[src/rtl/irq_conditioner.sv]
// irq_conditioner
//   Conditions raw external interrupt lines before they reach the PIC IRQ bus.
//   Each line is synchronised into clk, optionally glitch-filtered, and then
//   either followed as a level or latched on a rising edge. Latched edge
//   requests clear on a CPU acknowledge. A second edge on an already pending
//   line raises a sticky overflow flag.
//
//   Optional build macro: IRQ_GLITCH_FILTER_EN
//     defined   -> per-line filter; a new level is accepted only after
//                  FILTER_LEN consecutive differing synchronised samples
//     undefined -> accepted level is the synchroniser output
//
// Ports
//   clk       system clock, rising edge
//   rst       asynchronous active-low reset
//   irq_raw   asynchronous request lines
//   irq_mask  1 = line enabled to the PIC
//   irq_edge  1 = rising-edge latched, 0 = level
//   ack       single-cycle acknowledge
//   ack_num   index of the acknowledged line
//   irq_out   pending & irq_mask
//   irq_ovf   sticky per-line overflow flag
module irq_conditioner #(
  parameter int N_IRQ       = 8,
  parameter int SYNC_STAGES = 2,
  parameter int FILTER_LEN  = 3,
  localparam int AW         = (N_IRQ > 1) ? $clog2(N_IRQ) : 1
) (
  input  logic             clk,
  input  logic             rst,
  input  logic [N_IRQ-1:0] irq_raw,
  input  logic [N_IRQ-1:0] irq_mask,
  input  logic [N_IRQ-1:0] irq_edge,
  input  logic             ack,
  input  logic [AW-1:0]    ack_num,
  output logic [N_IRQ-1:0] irq_out,
  output logic [N_IRQ-1:0] irq_ovf
);

  logic [SYNC_STAGES-1:0][N_IRQ-1:0] sync_q;
  logic [N_IRQ-1:0] sync;
  logic [N_IRQ-1:0] acc;
  logic [N_IRQ-1:0] prev_q;
  logic [N_IRQ-1:0] pending_q, pending_d;
  logic [N_IRQ-1:0] ovf_q, ovf_d;
  logic [N_IRQ-1:0] rise;
  logic [N_IRQ-1:0] clr;

  always_ff @(posedge clk or negedge rst) begin
    if (!rst) begin
      sync_q <= '0;
    end else begin
      sync_q[0] <= irq_raw;
      for (int s = 1; s < SYNC_STAGES; s++) begin
        sync_q[s] <= sync_q[s-1];
      end
    end
  end

  assign sync = sync_q[SYNC_STAGES-1];

`ifdef IRQ_GLITCH_FILTER_EN
  localparam int CW = $clog2(FILTER_LEN + 1);

  logic [N_IRQ-1:0][CW-1:0] cnt_q, cnt_d;
  logic [N_IRQ-1:0]         acc_q, acc_d;

  // The counter tracks how many consecutive samples have disagreed with the
  // accepted level; the sample that brings the run to FILTER_LEN flips acc.
  always_comb begin
    cnt_d = cnt_q;
    acc_d = acc_q;
    for (int i = 0; i < N_IRQ; i++) begin
      if (sync[i] == acc_q[i]) begin
        cnt_d[i] = '0;
      end else if (cnt_q[i] == CW'(FILTER_LEN - 1)) begin
        cnt_d[i] = '0;
        acc_d[i] = sync[i];
      end else begin
        cnt_d[i] = cnt_q[i] + CW'(1);
      end
    end
  end

  always_ff @(posedge clk or negedge rst) begin
    if (!rst) begin
      cnt_q <= '0;
      acc_q <= '0;
    end else begin
      cnt_q <= cnt_d;
      acc_q <= acc_d;
    end
  end

  assign acc = acc_q;
`else
  assign acc = sync;
`endif

  assign rise = acc & ~prev_q;

  // An acknowledge only acts on an edge-mode line that is actually pending.
  // Out-of-range ack_num values never match any line index.
  always_comb begin
    clr = '0;
    for (int i = 0; i < N_IRQ; i++) begin
      clr[i] = ack && (ack_num == AW'(i)) && irq_edge[i] && pending_q[i];
    end
  end

  // Set beats clear on pending, so an edge coinciding with its own ack is kept.
  always_comb begin
    pending_d = pending_q;
    ovf_d     = ovf_q;
    for (int i = 0; i < N_IRQ; i++) begin
      if (irq_edge[i]) begin
        pending_d[i] = rise[i] | (pending_q[i] & ~clr[i]);
        ovf_d[i]     = ~clr[i] & (ovf_q[i] | (rise[i] & pending_q[i]));
      end else begin
        pending_d[i] = acc[i];
      end
    end
  end

  always_ff @(posedge clk or negedge rst) begin
    if (!rst) begin
      prev_q    <= '0;
      pending_q <= '0;
      ovf_q     <= '0;
    end else begin
      prev_q    <= acc;
      pending_q <= pending_d;
      ovf_q     <= ovf_d;
    end
  end

  assign irq_out = pending_q & irq_mask;
  assign irq_ovf = ovf_q;

endmodule

[config.mk]
export PLATFORM = sky130hd
export DESIGN_NAME = irq_conditioner
export DESIGN_NICKNAME = d
export VERILOG_FILES = /design/src/rtl/irq_conditioner.sv
export SDC_FILE = /design/constraint.sdc
export NUM_CORES = 1
export LEC_CHECK = 0
export ABC_AREA = 1
export BUFFER_PORTS_ARGS = -buffer_cell sky130_fd_sc_hd__buf_4
export CAP_MARGIN = 20
export CORE_UTILIZATION = 43
export DETAILED_ROUTE_END_ITERATION = 12
export MAX_ROUTING_LAYER = met4
export PLACE_DENSITY = 0.71
export SLEW_MARGIN = 5
export SYNTH_ARGS = -nofsm -noshare
export SYNTH_HDL_FRONTEND = slang
export SYNTH_SLANG_ARGS = --single-unit
[constraint.sdc]
create_clock -name clk -period 0.85 [get_ports clk]
set_clock_uncertainty 0.15 [all_clocks]
set_input_delay 0.1275 -clock clk [delete_from_list [all_inputs] [get_ports clk]]
set_output_delay 0.1275 -clock clk [all_outputs]
set_load 0.05 [all_outputs]
==> flow_summary.toml, run 1 <==
[critical_path]
worst_r2r_startpoint = "pending_q[0]$_DFF_PN0_"
cp-end-kind = "primary output"
r2r_end = "irq_ovf[0]$_DFFE_PN0P_"
path_cells = "nand2_2, clkinvlp_4, buf_6"
required_ns = 0.57
cp-start-kind = "register"
worstPathArrival_ns = 1.08
reg2regPathDepth = 5
r2r_setup_slack_ns = -0.20
critPathMaxFanout = 2
slowest_delay_ns = 0.43
slowest_stage = "dfrtp_1"
path_class = "reg -> out"

[placement]
placed_area_um2 = 2050
gp_congestion = 0.775
dpl.hpwl_um = 2040
portBuffers = 45

[global_routing]
first_global_vias = 1360
grt_max_degree = 41
met3_usage_pct = 5.88
overflow = 0
grt.busiest_layer = "met2"
grt.total_usage_pct = 19.1
gr-usage-met2_pct = 32.4
grt_pass1_wl_um = 5580
antenna_found_initial = 0
grt.met1_usage_pct = 21.5

[pwr]
peakVddDrop_mv = 1.18
pwr-share-clk_pct = 22.8
switchingPower_mw = 1.42
total_power_mw = 4.58
leakage_nw = 1.25
pwr-share-comb_pct = 29.1
power.internal_mw = 3.15
power.density_nw_per_um2 = 1860
p_seq_share_pct = 48.1
p_sw_share_pct = 31.1

[routing]
firstDrtPassIters = 2
drtIter0Drc = 52
avgViaCountPerCell = 4.32
wl_per_cell_um = 10.3
antenna_left = 0
drc = 0
vias = 1282
wirelength_um = 3060

[run]
max_cap_viol_count = 0

[timing]
maxSlewViolCount = 0
timing.final.crit_period_ns = 1.36
setup_slack_ns = -0.512
finalSetupViolCount = 32
whs_ns = -0.116
slew_headroom_pct = 82.8
clock.fmax_ghz = 0.734
worst_slew_pin_slew_ns = 0.258
rsz0062_at_grt = "true"
period_share_pct = 160
report.final.hold_viol_count = 13

[synthesis]
synth_xor_area_share_pct = 0
ys_types = 10
yosysSeqAreaShare_pct = 64.4
synthAdderAreaFrac_pct = 0
syn_inst = 174
ys.warnings.count = 0
synth-seq-cells = 40
synth_mux_area_share_pct = 0
syn_area_per_cell_um2 = 8.93
synth_compound_area_share_pct = 4.51
synth_top_family_by_area = "simple AND/OR/NAND/NOR gates"
syn_nets = 204
synth_area_um2 = 1550
synth-simple-area-share_pct = 21.2

[hold_path]
hp-start = "irq_edge[4]"
whs_path_depth = 3
hold_end = "pending_q[4]$_DFF_PN0_"
min_path_type = "in -> reg"

[run_status]
violations = "negative hold slack, negative setup slack"
status = "complete, but fails checks"

[finish]
areaGrowthSynthToFinish_pct = 58.1
layout.nets = 280
drive_gt1_share_pct = 43.4
antenna-diode-count = 0
final_area_um2 = 2460
nFillCells = 255

[cts]
cts.reportedPaths.clkPinSlew_ns = 0.10
cts_buffers = 5
root_buffer = "clkbuf_4"
cts_tree = "built"
htreeDepth = 2
cts_num_sinks = 40
clk_path_buf_depth = 2
clock_latency_ns = 0.34

[floorplan]
start_util_pct = 45.8
coreArea_um2 = 3390
dieWidth_um = 62.1
std_cell_rows = 21
die_area_um2 = 3860
die_h_um = 62.1
io_pins = 46
[power groups by stage]
| stage | combinational (mW) | clock, mW | sequential [mW] |
|---|---|---|---|
| 6_report | 1.33 | 1.04 | 2.20 |
| 3_3_place_gp | 1.03 | 0 | 2.23 |
| 4_1_cts | 1.29 | 1.09 | 2.20 |
| 5_1_grt | 1.43 | 1.19 | 2.23 |
| 3_5_place_dp | 1.04 | 0 | 2.23 |
| 2_1_floorplan | 0.366 | 0 | 2.50 |
[cells in the final DEF, fill, tap and decap left out]
| master | instances |
|---|---|
| o21ai_1 | 1 |
| buf_4 | 34 |
| nand2_2 | 9 |
| dlygate4sd3_1 | 10 |
| o21ai_0 | 4 |
| nor3_2 | 2 |
| o21ai_2 | 1 |
| nand3_1 | 8 |
| nor2_1 | 12 |
| nand4_1 | 4 |
| buf_12 | 1 |
| a21oi_2 | 2 |
| clkbuf_1 | 1 |
| nand3_2 | 2 |
| buf_6 | 24 |
| dfrtp_2 | 8 |
| nand2_1 | 39 |
| o21bai_1 | 4 |
| dfrtp_1 | 32 |
| clkbuf_4 | 5 |
| clkbuf_8 | 2 |
| clkinvlp_4 | 8 |
| nand2_4 | 5 |
| inv_1 | 27 |
| inv_2 | 6 |
[stage by stage]
step	TNS [ns]	std cells	utilization, %	setup WS [ns]
2_1_floorplan	-2.01	174	-	-0.172
3_3_place_gp	-2.39	268	60.5	-0.166
3_5_place_dp	-2.67	268	60.5	-0.195
4_1_cts	-9.06	296	70.5	-0.514
5_1_grt	-10.25	297	72.5	-0.573
6_report	-8.66	297	72.5	-0.512
[synthesized netlist by cell type]
| cell | count | area, um2 |
|---|---|---|
| a21oi_1 | 2 | 10.0 |
| dfrtp_1 | 40 | 1000 |
| inv_1 | 41 | 154 |
| nand2_1 | 53 | 199 |
| nand3_1 | 10 | 50.1 |
| nand4_1 | 4 | 25.0 |
| nor2_1 | 12 | 45.0 |
| nor3_1 | 2 | 10.0 |
| o21ai_0 | 6 | 30.0 |
| o21bai_1 | 4 | 30.0 |
[critical path, delay by kind of cell (launching register included)]
family	cells	cell delay [ns]
and+or+nand+nor	1	0.09
buffers and inverters	2	0.22
DFF	1	0.43
[sequential cells by signal (all words and copies together), names as in the netlist]
name,cells
acc,8
irq_ovf,8
pending_q,8
prev_q,8
sync_q,8
[cell type report]
class	count	area, um2	area share (%)
multi-input combinational	93	490	20.0
clock buffer	8	68.8	2.80
inverter	41	184	7.48
timing repair buffer	69	646	26.3
tap	46	57.6	2.34
sequential	40	1010	41.1
[worst max path at each step]
| stage | start | end | slack, ns | cells past startpoint |
|---|---|---|---|---|
| after floorplan | irq_ovf[3]$_DFFE_PN0P_ | irq_ovf[3]$_DFFE_PN0P_ | -0.17 | 3 |
| after global placement | pending_q[0]$_DFF_PN0_ | irq_out[0] | -0.17 | 3 |
| after detailed placement | ack_num[0] | irq_ovf[0]$_DFFE_PN0P_ | -0.19 | 5 |
| after CTS | pending_q[2]$_DFF_PN0_ | irq_out[2] | -0.51 | 3 |
| after global routing | pending_q[2]$_DFF_PN0_ | irq_out[2] | -0.57 | 3 |
| final | pending_q[0]$_DFF_PN0_ | irq_out[0] | -0.51 | 3 |
[kinds of logic after synthesis]
kind of cell	Yosys count
flip-flops	40
AND/OR/NAND/NOR	81
buffers and inverters	41
AO/OA/AOI/OAI	12
[routing by layer]
layer	vias to the layer above	share of wire [%]
li1	671	-
met1	578	43
met2	28	51
met3	5	4.8
met4	0	1.4
met5	-	0
[repair_timing]
action / 4_1_cts / 5_1_grt
hold buffers: 10 / 1
setup endpoints to repair: 30 / 32
buffers inserted: 10 / 2
hold endpoints to repair: 63 / 12
resized for setup: 31 / 18
pin swaps: 6 / 23
Power figures use the tool's default switching activity.
==> run 2, diff against run 1 <==
--- a/config.mk
+++ b/config.mk
@@ -8,6 +8,7 @@
 export ABC_AREA = 1
 export BUFFER_PORTS_ARGS = -buffer_cell sky130_fd_sc_hd__buf_4
 export CAP_MARGIN = 20
+export CORE_MARGIN = 2
 export CORE_UTILIZATION = 43
 export DETAILED_ROUTE_END_ITERATION = 12
 export MAX_ROUTING_LAYER = met4
==> flow_summary.toml, run 2 (synthesized netlist as in run 1, its figures left out) <==
[hold_path]
min_path_type = "in -> reg"
whs_path_depth = 3
hp-start = "irq_edge[4]"
hold_end = "pending_q[4]$_DFF_PN0_"

[run_status]
status = "complete, but fails checks"
violations = "negative hold slack, negative setup slack"

[finish]
layout.nets = 282
final_common_cell = "nand2_1"
drive_gt1_share_pct = 45.1
final_core_util_pct = 72.2
areaGrowthSynthToFinish_pct = 58.8
multi_input_area_um2 = 499
antenna-diode-count = 0
nFillCells = 268
regArea_um2 = 1010
layout_common_cells = "37 x nand2_1, 35 x buf_4, 32 x dfrtp_1"

[timing]
rsz0062_at_grt = "true"
timing.final.crit_period_ns = 1.36
setup_slack_ns = -0.514
worst_slew_pin_slew_ns = 0.238
report.final.hold_viol_count = 18
finalSetupViolCount = 31
maxSlewViolCount = 0
whs_ns = -0.128
clock.fmax_ghz = 0.733
slew_headroom_pct = 84.1
period_share_pct = 160

[floorplan]
std_cell_rows = 21
coreArea_um2 = 3420
start_util_pct = 45.5
die_h_um = 64.1
dieWidth_um = 64.1
io_pins = 46
die_area_um2 = 4110

[critical_path]
worstPathArrival_ns = 1.09
required_ns = 0.57
worst_r2r_startpoint = "pending_q[4]$_DFF_PN0_"
cp-start-kind = "register"
critPathMaxFanout = 4
reg2regPathDepth = 5
r2r_setup_slack_ns = -0.19
cp-end-kind = "primary output"
r2r_end = "irq_ovf[4]$_DFFE_PN0P_"
path_class = "reg -> out"

[cts]
htreeDepth = 2
holdBufCountCts = 9
cts.reportedPaths.clkPinSlew_ns = 0.11
clock_latency_ns = 0.34
cts_buffers = 5
cts_tree = "built"
root_buffer = "clkbuf_4"
clk_path_buf_depth = 2
cts_num_sinks = 40

[global_routing]
grt.busiest_layer = "met2"
met3_usage_pct = 5.28
first_global_vias = 1240
grt.total_usage_pct = 17.1
overflow = 0
grt.met1_usage_pct = 20.7
antenna_found_initial = 0
gr-usage-met2_pct = 27.6
grt_pass1_wl_um = 5210
grt_max_degree = 37

[routing]
wirelength_um = 2950
firstDrtPassIters = 6
drtIter0Drc = 48
wl_per_cell_um = 9.86
vias = 1293
drc = 0
avgViaCountPerCell = 4.32
antenna_left = 0

[placement]
dpl.hpwl_um = 2060
gp_congestion = 0.791
portBuffers = 45

[pwr]
power.density_nw_per_um2 = 1810
leakage_nw = 1.25
switchingPower_mw = 1.44
p_sw_share_pct = 32.3
peakVddDrop_mv = 1.13
pwr-share-comb_pct = 30.6
power.internal_mw = 3.01
p_seq_share_pct = 49.4
pwr-share-clk_pct = 20.0

[run]
max_cap_viol_count = 0
## run 2: through the flow
stage               setup slack (ns)  instances  setup TNS, ns  total power, mW  area, um2
global placement              -0.167        271          -2.41             3.28       2070
CTS                           -0.533        295          -8.91             4.41       2390
floorplan                     -0.172        174          -2.01             2.87       1620
global route                  -0.585        299         -10.34             4.72       2470
finish                        -0.514        299          -8.75             4.45       2470
detailed placement            -0.175        271          -2.61             3.29       2070
## run 2: metal layers
| layer | wire length (um) | vias to the layer above |
|---|---|---|
| li1 | - | 674 |
| met1 | 1290 | 585 |
| met2 | 1480 | 28 |
| met3 | 133 | 6 |
| met4 | 46 | 0 |
| met5 | 0 | - |
## run 2: area by class of cell
cell class | count | area share, %
clock inverter | 1 | 0.203
clock buffer | 7 | 1.83
timing repair buffer | 71 | 27.0
multi-input combinational | 93 | 20.2
tap | 46 | 2.33
sequential | 40 | 41.0
inverter | 41 | 7.45
## run 2: how the worst max path moves through the flow
stage                      startpoint                     end  slack (ns)  cells past startpoint
2_1_floorplan  irq_ovf[3]$_DFFE_PN0P_  irq_ovf[3]$_DFFE_PN0P_       -0.17                      3
3_3_place_gp               ack_num[0]  irq_ovf[0]$_DFFE_PN0P_       -0.17                      5
3_5_place_dp               ack_num[0]  irq_ovf[0]$_DFFE_PN0P_       -0.18                      5
4_1_cts        pending_q[0]$_DFF_PN0_              irq_out[0]       -0.53                      3
5_1_grt        pending_q[0]$_DFF_PN0_              irq_out[0]       -0.59                      3
6_report       pending_q[0]$_DFF_PN0_              irq_out[0]       -0.51                      3
## run 2: timing repair
item | in CTS | in global routing
pin swaps | 8 | 17
setup endpoints to repair | 31 | 32
hold endpoints to repair | 64 | 18
setup buffers | 7 | 7
gates resized for setup | 39 | 17
## run 2: worst max-delay path: stages (launching register included)
cell and delay [ns]:
dfrtp_1 0.43, nand2_2 0.09, clkinvlp_4 0.08, buf_6 0.15
## run 2: power by group through the flow
stage / sequential (mW) / clock (mW) / combinational (mW)
global placement: 2.23 / 0 / 1.05
detailed placement: 2.23 / 0 / 1.06
CTS: 2.20 / 0.924 / 1.28
floorplan: 2.50 / 0 / 0.366
finish: 2.20 / 0.890 / 1.36
global route: 2.23 / 1.03 / 1.47
==> run 3, diff against run 2 <==
--- a/config.mk
+++ b/config.mk
@@ -8,11 +8,13 @@
 export ABC_AREA = 1
 export BUFFER_PORTS_ARGS = -buffer_cell sky130_fd_sc_hd__buf_4
 export CAP_MARGIN = 20
+export CORE_ASPECT_RATIO = 0.5
 export CORE_MARGIN = 2
 export CORE_UTILIZATION = 43
 export DETAILED_ROUTE_END_ITERATION = 12
 export MAX_ROUTING_LAYER = met4
 export PLACE_DENSITY = 0.71
+export SETUP_SLACK_MARGIN = 0.05
 export SLEW_MARGIN = 5
 export SYNTH_ARGS = -nofsm -noshare
 export SYNTH_HDL_FRONTEND = slang
==> flow_summary.toml, run 3 (synthesized netlist as in run 1, its figures left out) <==
[timing]
finalSetupViolCount = 32
rsz0062_at_grt = "true"
period_share_pct = 151
whs_ns = -0.0621
clock.fmax_ghz = 0.778
slew_headroom_pct = 85.4
setup_slack_ns = -0.435
timing.final.crit_period_ns = 1.29
maxSlewViolCount = 0
report.final.hold_viol_count = 7
worst_slew_pin_slew_ns = 0.218

[cts]
htreeDepth = 2
clock_latency_ns = 0.29
cts.reportedPaths.clkPinSlew_ns = 0.08
holdBufCountCts = 9
cts_buffers = 5
root_buffer = "clkbuf_8"
cts_tree = "built"
cts_num_sinks = 40
clk_path_buf_depth = 2

[routing]
vias = 1308
avgViaCountPerCell = 4.33
wirelength_um = 3240
antenna_left = 0
firstDrtPassIters = 4
drtIter0Drc = 65
drc = 0
wl_per_cell_um = 10.7

[critical_path]
cp_num_buf_inv = 2
slowest_delay_ns = 0.40
path_cells = "nand2_2, clkinvlp_4, buf_6"
worst_r2r_startpoint = "pending_q[2]$_DFF_PN0_"
critPathTopFamily = "flip-flops"
slowest_stage = "dfrtp_1"
worstPathArrival_ns = 1.01
path_class = "reg -> out"
cp-start-kind = "register"
required_ns = 0.57
crit_path_start = "pending_q[1]$_DFF_PN0_"
cp-end-kind = "primary output"
critPathMaxFanout = 2

[pwr]
power.density_nw_per_um2 = 2030
leakage_nw = 1.27
peakVddDrop_mv = 1.15

[global_routing]
first_global_vias = 1289
overflow = 0
antenna_found_initial = 0
grt_max_degree = 41
grt.total_usage_pct = 18.0
grt_pass1_wl_um = 5290

[finish]
drive_gt1_share_pct = 43.8
finalNonFillerCells = 302
multi_input_area_um2 = 490
final_common_cell = "nand2_1"
final_core_util_pct = 72.6
regArea_um2 = 1010
nFillCells = 239
areaGrowthSynthToFinish_pct = 61.3
antenna-diode-count = 0
layout.nets = 280
layout_common_cells = "39 x nand2_1, 34 x buf_4, 32 x dfrtp_1"

[placement]
pre_cts_slack_ns = -0.158
portBuffers = 45
gp_congestion = 0.726
dp.cells = 274
dpl.hpwl_um = 2190

[floorplan]
start_util_pct = 45.0
die_area_um2 = 4140
io_pins = 46
std_cell_rows = 15
coreArea_um2 = 3450
dieWidth_um = 89.0
die_h_um = 46.5

[hold_path]
min_path_type = "in -> reg"
hp-start = "irq_edge[4]"

[run]
max_cap_viol_count = 0

[run_status]
violations = "negative hold slack, negative setup slack"
status = "complete, but fails checks"
run 3: timing repair:
action,4_1_cts,5_1_grt
endpoints found under the hold margin,55,4
pin swaps,5,17
resized for setup,35,16
endpoints found under the setup margin,32,32
setup buffers,11,3
cloned,0,0
run 3: worst register-to-register path, delay by kind of cell, from the launching register on:
family / cells / cell delay [ns]
DFF: 1 / 0.40
buffers and inverters: 2 / 0.16
AOI/OAI and AO/OA: 1 / 0.11
and+or+nand+nor: 2 / 0.10
run 3: power by group:
part           switching [mW]  internal, mW
clock network           0.648         0.871
logic                   0.766         0.588
registers               0.116          2.09
total                    1.53          3.55
run 3: per-stage QoR:
| step | TNS [ns] | instance area [um2] | power (mW) |
|---|---|---|---|
| floorplan | -2.00 | 1620 | 2.87 |
| global placement | -2.30 | 2070 | 3.27 |
| detailed placement | -2.74 | 2070 | 3.29 |
| CTS | -7.96 | 2460 | 5.09 |
| global route | -8.81 | 2510 | 5.31 |
| finish | -7.70 | 2510 | 5.08 |
run 3: metal layers:
metal	share of wire (%)	vias to the layer above	GRT usage (%)
met3	4.2	3	4.84
met5	0	-	-
met2	53	25	31.8
met1	43	611	20.4
li1	-	669	-
met4	0.49	0	5.67
run 3: final timing paths:
check	endpoint	cells after the start	slack, ns
setup reg to reg	irq_ovf[2]$_DFFE_PN0P_	5	-0.18
setup / recovery	irq_out[1]	3	-0.44
min in group asynchronous	sync_q[4]$_DFF_PN0_	3	0.17
hold / removal	pending_q[4]$_DFF_PN0_	3	-0.06
hold reg to reg	acc[1]$_DFF_PN0_	0	0.20
max in group asynchronous	irq_ovf[3]$_DFFE_PN0P_	3	0.17
run 3: final cells by class:
type / instances / share of cell area (%)
inverter: 41 / 7.44
sequential: 40 / 40.3
timing repair buffer: 69 / 25.8
multi-input combinational: 93 / 19.6
clock buffer: 6 / 2.90
clock inverter: 2 / 1.40
tap: 51 / 2.55
